### config.mk
export PLATFORM = sky130hd
export DESIGN_NAME = conv_job_scheduler
export DESIGN_NICKNAME = d
export VERILOG_FILES = /design/src/rtl/conv_sched_pkg.sv /design/src/rtl/sched_load_counter.sv /design/src/rtl/conv_job_scheduler.sv
export SDC_FILE = /design/constraint.sdc
export NUM_CORES = 1
export LEC_CHECK = 0
export CAP_MARGIN = 15
export CELL_PAD_IN_SITES_DETAIL_PLACEMENT = 0
export CELL_PAD_IN_SITES_GLOBAL_PLACEMENT = 2
export CORE_MARGIN = 10
export CORE_UTILIZATION = 38
export CTS_BUF_LIST = sky130_fd_sc_hd__clkbuf_8
export CTS_CLUSTER_SIZE = 25
export DETAILED_ROUTE_END_ITERATION = 8
export PLACE_DENSITY_LB_ADDON = 0.1
export SKIP_CTS_REPAIR_TIMING = 1
export SLEW_MARGIN = 20
export SYNTH_ARGS = -nofsm -noshare
export SYNTH_HDL_FRONTEND = slang
export SYNTH_HIERARCHICAL = 1
export SYNTH_SLANG_ARGS = --single-unit
### constraint.sdc
create_clock -name clk -period 3.5 [get_ports clk]
set_input_delay 0.7 -clock clk [delete_from_list [all_inputs] [get_ports clk]]
set_output_delay 0.7 -clock clk [all_outputs]
set_load 0.01 [all_outputs]
### src/rtl/conv_sched_pkg.sv
// conv_sched_pkg: job geometry, derived counts and scheduler state encoding
package conv_sched_pkg;
  localparam int IMG_W   = 6;
  localparam int IMG_H   = 6;
  localparam int K       = 3;
  localparam int STRIDE  = 1;
  localparam int NUM_F   = 2;
  localparam int TIMEOUT = 4096;
  localparam int OH      = (IMG_H - K) / STRIDE + 1;
  localparam int OW      = (IMG_W - K) / STRIDE + 1;
  localparam int N_OUT   = NUM_F * OH * OW;
  localparam int N_IMG   = IMG_W * IMG_H;
  localparam int N_FLT   = K * K;
  function automatic int cw(input int n);
    return n < 2 ? 1 : $clog2(n);
  endfunction
  localparam int EW = cw(N_IMG);
  localparam int TW = cw(TIMEOUT);
  typedef enum logic [2:0] {
    IDLE, CLEAR, LOAD_F0, LOAD_F1, LOAD_IMG, START, RUN, REPORT
  } state_e;
endpackage

### src/rtl/sched_load_counter.sv
// sched_load_counter: modulo counter wrapping after last_i, with terminal-count flag
module sched_load_counter #(
  parameter int W = 4
) (
  input  logic         clk,
  input  logic         rst_n,
  input  logic         clr_i,
  input  logic         en_i,
  input  logic [W-1:0] last_i,
  output logic         tc_o
);
  logic [W-1:0] cnt_q, cnt_d;
  assign tc_o = cnt_q == last_i;
  always_comb cnt_d = clr_i ? '0 : !en_i ? cnt_q : tc_o ? '0 : cnt_q + 1'b1;
  always_ff @(posedge clk or negedge rst_n)
    if (!rst_n) cnt_q <= '0;
    else cnt_q <= cnt_d;
endmodule

### src/rtl/conv_job_scheduler.sv
// conv_job_scheduler: sequences filter/image loads, start and result checking for one conv job
module conv_job_scheduler
  import conv_sched_pkg::*;
(
  input  logic        clk,
  input  logic        rst_n,
  input  logic        job_valid_i,
  output logic        job_ready_o,
  input  logic [1:0]  job_reload_i,
  input  logic        s_valid_i,
  output logic        s_ready_o,
  input  logic        abort_i,
  output logic        rst_data_o,
  output logic        lf_0_o,
  output logic        lf_1_o,
  output logic        ld_o,
  output logic        go_o,
  input  logic        out_valid_i,
  input  logic        conv_done_i,
  output logic        job_done_o,
  output logic        job_err_o,
  output logic [15:0] out_count_o,
  output logic        busy_o
);
  state_e state_q, state_d;
  logic [1:0] eff_q, eff_d, flt_q, flt_d;
  logic err_q, err_d;
  logic [15:0] cnt_q, cnt_d, cnt_inc;
  logic loading, el_tc, ld_done, to_tc;
  assign loading = state_q inside {LOAD_F0, LOAD_F1, LOAD_IMG};
  assign ld_done = loading && s_valid_i && el_tc;
  assign cnt_inc = (out_valid_i && cnt_q != 16'hFFFF) ? cnt_q + 16'd1 : cnt_q;
  sched_load_counter #(.W(EW)) u_elem (
    .clk, .rst_n,
    .clr_i (!loading),
    .en_i  (loading && s_valid_i),
    .last_i(state_q == LOAD_IMG ? EW'(N_IMG - 1) : EW'(N_FLT - 1)),
    .tc_o  (el_tc)
  );
  // runs from the go cycle so the timeout lands TIMEOUT cycles after go
  sched_load_counter #(.W(TW)) u_tmo (
    .clk, .rst_n,
    .clr_i (!(state_q inside {START, RUN})),
    .en_i  (1'b1),
    .last_i(TW'(TIMEOUT - 1)),
    .tc_o  (to_tc)
  );
  always_comb begin
    state_d = state_q;
    eff_d   = eff_q;
    flt_d   = flt_q;
    err_d   = err_q;
    cnt_d   = cnt_q;
    case (state_q)
      IDLE: if (job_valid_i) begin
        eff_d   = job_reload_i | ~flt_q;
        cnt_d   = '0;
        err_d   = 1'b0;
        state_d = CLEAR;
      end
      CLEAR: state_d = eff_q[0] ? LOAD_F0 : eff_q[1] ? LOAD_F1 : LOAD_IMG;
      LOAD_F0: if (ld_done) begin
        flt_d[0] = 1'b1;
        state_d  = eff_q[1] ? LOAD_F1 : LOAD_IMG;
      end
      LOAD_F1: if (ld_done) begin
        flt_d[1] = 1'b1;
        state_d  = LOAD_IMG;
      end
      LOAD_IMG: if (ld_done) state_d = START;
      START: state_d = RUN;
      RUN: begin
        cnt_d = cnt_inc;
        if (conv_done_i) begin
          err_d   = cnt_inc != 16'(N_OUT);
          state_d = REPORT;
        end else if (to_tc) begin
          err_d   = 1'b1;
          state_d = REPORT;
        end
      end
      REPORT: state_d = IDLE;
      default: state_d = IDLE;
    endcase
    // a half-written filter must be force-reloaded by the next job
    if (abort_i && state_q != IDLE && state_q != REPORT) begin
      err_d   = 1'b1;
      state_d = REPORT;
      if (state_q == LOAD_F0) flt_d[0] = 1'b0;
      if (state_q == LOAD_F1) flt_d[1] = 1'b0;
    end
  end
  always_ff @(posedge clk or negedge rst_n)
    if (!rst_n) begin
      state_q <= IDLE;
      eff_q   <= '0;
      flt_q   <= '0;
      err_q   <= 1'b0;
      cnt_q   <= '0;
    end else begin
      state_q <= state_d;
      eff_q   <= eff_d;
      flt_q   <= flt_d;
      err_q   <= err_d;
      cnt_q   <= cnt_d;
    end
  assign job_ready_o = state_q == IDLE;
  assign busy_o      = state_q != IDLE;
  assign s_ready_o   = loading;
  assign rst_data_o  = state_q == CLEAR;
  assign lf_0_o      = state_q == LOAD_F0 && s_valid_i;
  assign lf_1_o      = state_q == LOAD_F1 && s_valid_i;
  assign ld_o        = state_q == LOAD_IMG && s_valid_i;
  assign go_o        = state_q == START;
  assign job_done_o  = state_q == REPORT;
  assign job_err_o   = state_q == REPORT && err_q;
  assign out_count_o = cnt_q;
endmodule
# After elaboration in Yosys (flattened, before gate mapping)
# Cells that the tools add are included.
dict set report totals {
  ff_bits 42
}
dict set report op_classes {
  n_reduce_logical 19
  n_bitwise 2
  n_eq_ne 19
  n_addsub 3
  mux 31
}
# cell count
set ops {}
lappend ops {{$mux W16} 2}
lappend ops {{$pmux W16 S2} 1}
lappend ops {{$mux W3} 9}
lappend ops {{$mux W12} 2}
lappend ops {{$mux W6} 4}
lappend ops {{$pmux W3 S8} 1}
lappend ops {{$add A16 B1 Y16 const B} 1}
lappend ops {{$ne A16 B16 Y1 const B} 1}
lappend ops {{$ne A16 B6 Y1 const B} 1}
lappend ops {{$add A12 B1 Y12 const B} 1}
lappend ops {{$eq A12 B12 Y1 const B} 1}
lappend ops {{$eq A3 B3 Y1 const B} 4}
lappend ops {{$ne A3 B2 Y1 const B} 4}
lappend ops {{$mux W1} 10}
lappend ops {{$logic_and A1 B1 Y1} 9}
lappend ops {{$reduce_bool A3 Y1} 3}
lappend ops {{$add A6 B1 Y6 const B} 1}
lappend ops {{$eq A3 B2 Y1 const B} 2}
lappend ops {{$eq A6 B6 Y1} 1}
lappend ops {{$reduce_and A5 Y1} 1}
lappend ops {{$ne A4 B2 Y1 const B} 1}
lappend ops {{$reduce_and A2 Y1} 2}
lappend ops {{$reduce_bool A2 Y1} 2}
lappend ops {{$eq A3 B1 Y1 const B} 1}
lappend ops {{9 further kinds} 9}

# Longest topological paths before layout
dict set report logic_depth {
  ltp_word 8
  depth_mapped 12
  ltp_nobuf 10
}

# Modules after synthesis
# Netlist, hierarchy kept.
# mod seq_area_each_um2 n_inst area_each_um2 cells_per_inst
set modules_own_cells {}
lappend modules_own_cells {conv_job_scheduler 600.6 1 1904.3 235}
lappend modules_own_cells {{sched_load_counter at u_tmo} 300.3 1 865.8 100}
lappend modules_own_cells {{sched_load_counter at u_elem} 150.1 1 399.1 37}

# Least setup slack after synthesis
# OpenSTA, ideal clock, no wires.
dict set report synth_timing {
  path_type {reg-to-reg}
  start {register state_q[2]}
  end {register state_q[0]}
  required_ns 3.375
  arrival_ns 2.223
  stages_incl_launch_ff 10
  setup_ns 0.125
  setup_slack_ns 1.153
  n_path_buf 1
  path_cell_list {dfrtp_1 -> clkbuf_2 -> inv_1 -> nor3_1 -> inv_1 -> xor2_1 -> nor3_4 -> a21o_1 -> o21ai_2 -> mux2_2}
}
dict set report synth_between {
  elab_chain_cells 6
  elab_cells_between_ends 25
  classes_between {eq/ne: 14; mux: 3; reduce/logical: 8}
}
# element line
set synth_lines {}
lappend synth_lines {{start: declaration} conv_job_scheduler.sv:25} ;# state_e state_q, state_d;
lappend synth_lines {{start signal: assignment} conv_job_scheduler.sv:101} ;# state_q <= state_d;
lappend synth_lines {{$eq A3 B3 Y1 *} conv_job_scheduler.sv:37} ;# .last_i(state_q == LOAD_IMG ? EW'(N_IMG - 1) : EW'(N_FLT - 1)),
lappend synth_lines {{$mux W6 *} conv_job_scheduler.sv:37}
lappend synth_lines {{$eq A6 B6 Y1 *} sched_load_counter.sv:13} ;# assign tc_o = cnt_q == last_i;
lappend synth_lines {{net el_tc} conv_job_scheduler.sv:29} ;# logic loading, el_tc, ld_done, to_tc;
lappend synth_lines {{$logic_and A1 B1 Y1 *} conv_job_scheduler.sv:31} ;# assign ld_done = loading && s_valid_i && el_tc;
lappend synth_lines {{$ne A3 B2 Y1 (no line)} n/a}
lappend synth_lines {{$reduce_and A5 Y1 (no line) *} n/a}
# Mark *: on every way through the listed nets, which the timed path passes. The rest lies on a longest branch.
# A chain may end at the register's enable or synchronous reset.

# Worst setup path in the final report
dict set report layout_timing {
  start {register state_q[2]}
  end {output s_ready_o}
}
dict set report layout_between {
  elab_chain_cells 2
  elab_cells_between_ends 4
  classes_between {eq/ne: 3; reduce/logical: 1}
}
# element line
set layout_lines {}
lappend layout_lines {{$eq A3 B2 Y1 or $eq A3 B3 Y1 (tied branches)} conv_job_scheduler.sv:30} ;# assign loading = state_q inside {LOAD_F0, LOAD_F1, LOAD_IMG};
lappend layout_lines {{$reduce_bool A3 Y1 *} conv_job_scheduler.sv:30}
lappend layout_lines {{end: declaration} conv_job_scheduler.sv:11} ;# output logic s_ready_o,
# Mark *: on every way between the ends. The rest lies on a longest branch, timed or not.

==> qor.yml <==
clock_tree:
  clk_latency_ps: 300
  numCtsBuffers: 5
  htree_levels: 2
  clockRootBuffer: "clkbuf_8"
  cts_buffer_depth: 2
  cts_sinks: 42
  cts_tree: "done"
  path_clk_slew_ps: 90
synthesis:
  synthMuxAreaShare: 0.0237
  yosysMostFrequentCell: "dfrtp_1"
  ys.flop_type: "dfrtp_1"
  ys_seq_area_frac: 0.332
  synth-async-reset-ratio: 1.00
  synthTopCellsByCount: "dfrtp_1, o21ai_0, nor2_1"
  synth-xor-area-share: 0.0829
  synth.largest_area_cell: "dfrtp_1"
  synthCells: 372
  ys_warn_count: 6
  synth_compound_area_frac: 0.186
  syn_area_sq_mm: 0.00317
  synth_top_area_frac: 0.332
  synth_top_family_by_area: "simple AND/OR/NAND/NOR gates"
  synth_seq_cells: 42
  synth.avg_cell_area_sq_um: 8.52
  synth_fa_ha_area_frac: 0.0118
  synth_cell_type_count: 71
  ys_top_cells_by_area: "dfrtp_1, xor2_1, o21ai_0, nor2_1, nand2_1"
  synth_edf_count: 0
  yosys.area_share.simple: 0.298
worst_setup_path:
  required_ps: 2800
  max_stage_delay_ps: 800
  setup.worst_path.class: "register to output pin"
  worst_setup_path_start_kind: "register"
  cpMostUsedCell: "inv_1"
  path_cells: "inv_1 > nor3_1 > a21oi_1 > inv_1 > clkdlybuf4s50_1"
  crit_buf_inv: 3
  crit_family: "compound AO/OA/AOI/OAI gates"
  cp-end-kind: "output pin"
  critical_path.slowest_cell: "a21oi_1"
  crit_path_max_fanout: 14
  crit_arrival_ps: 2340
pwr:
  p_sw_mw: 0.758
  switching_share: 0.407
  p_leak_nw: 1.51
  p_per_area_mw_per_mm2: 501
  vdd_drop_max_uv: 451
  p_seq_frac: 0.341
  pwr-share-comb: 0.447
  p_int_mw: 1.10
  clkPwrFrac: 0.212
  p_total_mw: 1.86
global_route:
  grt_max_degree: 43
  track_usage: 0.132
  antenna_found_initial: 0
  grt_pass1_wl_microns: 14100
  grt_pass1_vias: 2730
  overflow: 0
finish:
  diodes: 0
  stdcell_area_sq_mm: 0.00372
  fin_nets: 425
  fillCellCount: 824
  fin_util: 0.455
  drive_gt1_frac: 0.0918
  stdcell_count: 519
  area_growth_pct: 17.4
sta:
  drv_slew: 0
  clock.fmax_mhz: 329
  hold_ws_ps: 388
  setup_viol: 0
  min_period_ps: 3040
  hold_viol_final: 0
  fin_crit_sh: 0.869
  worst_slack_ps: 460
  rsz0062_at_grt: "false"
  skew_ps: 7.53
  finalSetupTns_ps: 0
  max_slew_margin: 0.309
  tightest_slew_ps: 1040
worst_hold_path:
  hold_class: "primary input to asynchronous set/reset pin"
drt:
  vias_per_cell: 5.41
  vias: 2809
  drc_errors: 0
  antenna_left: 0
  first_pass_iters: 4
  drtIter0Drc: 135
  drt_wl_total_microns: 8290
  wl_per_cell_microns: 16.0
floorplanning:
  initial_core_util: 0.388
  num_rows: 33
  dieWidth_microns: 111
  io_pins: 35
  die_area_sq_mm: 0.0124
  die_h_microns: 111
  core-area_sq_mm: 0.00818
placement:
  dpl.hpwl_microns: 6010
  io_buffer_count: 34
  globalplace.congestion: 0.753
  place_area_sq_mm: 0.00361
  post-place-ws_ps: 702
  placedCellCount: 511
run:
  maxCapViolCount: 0
outcome:
  status: "finished, final reports clean"
## cell type report
cell class	instances	area, sq um	area share
Clock buffer	5	68.8	0.0185
Timing Repair Buffer	43	405	0.109
Inverter	11	41.3	0.0111
Sequential cell	42	1050	0.282
Tap cell	105	131	0.0353
Multi-Input combinational cell	310	1980	0.533
Clock inverter	3	41.3	0.0111
## layout by cell type, fill, tap and decap left out, drive strengths merged, types with 6 or more instances in the layout
cell type,n
xor2,22
clkdlybuf4s50,33
buf,10
a21oi,17
o21ai,37
a31oi,13
nand4,12
and3,6
nor4,12
inv,11
nor3,13
dfrtp,42
conb,20
xnor2,8
nor2,31
nand2,26
nand3,18
## cells by family after synthesis
logic type               Yosys count
AND/OR/NAND/NOR                  156
AO/OA/AOI/OAI                     94
flip-flops                        42
buffers and inverters             38
XOR/XNOR                          30
multiplexers                       7
adder cells (fa/ha/maj)            3
other                              2
## power by group through the flow
| stage | sequential, mW | clock [mW] | combinational [mW] |
|---|---|---|---|
| global placement | 0.643 | 0 | 0.834 |
| floorplan | 0.617 | 0 | 0.576 |
| detailed placement | 0.644 | 0 | 0.833 |
| CTS | 0.634 | 0.408 | 0.838 |
| global route | 0.648 | 0.430 | 0.927 |
| finish | 0.635 | 0.396 | 0.832 |
## final timing paths
| kind | from | to | slack, ps | cells after the start |
|---|---|---|---|---|
| worst min register to register | register | eff_q[1] | 460 | 1 |
| min in group clk | register | eff_q[1] | 460 | 1 |
| max in group asynchronous | rst_n | u_tmo/cnt_q[2] | 2730 | 1 |
| worst max register to register | state_q[2] | u_elem/cnt_q[5] | 1040 | 9 |
| worst max-delay path | state_q[2] | s_ready_o | 460 | 5 |
| worst min-delay path | rst_n | out_count_o[12] | 390 | 1 |
## registers in the layout (all words and copies together), names as in the netlist, named ones only
signal        cells
eff_q             2
err_q             1
out_count_o      16
state_q           3
u_elem/cnt_q      6
u_tmo/cnt_q      12
## per-layer routing
| metal | up-vias | GRT usage | wire length (microns) |
|---|---|---|---|
| met5 | - | 0 | 0 |
| li1 | 1417 | - | - |
| met4 | 0 | 0.0326 | 92 |
| met2 | 65 | 0.195 | 3530 |
| met1 | 1320 | 0.186 | 4240 |
| met3 | 7 | 0.0308 | 427 |
Note: power is estimated with default switching activity, not from simulation.
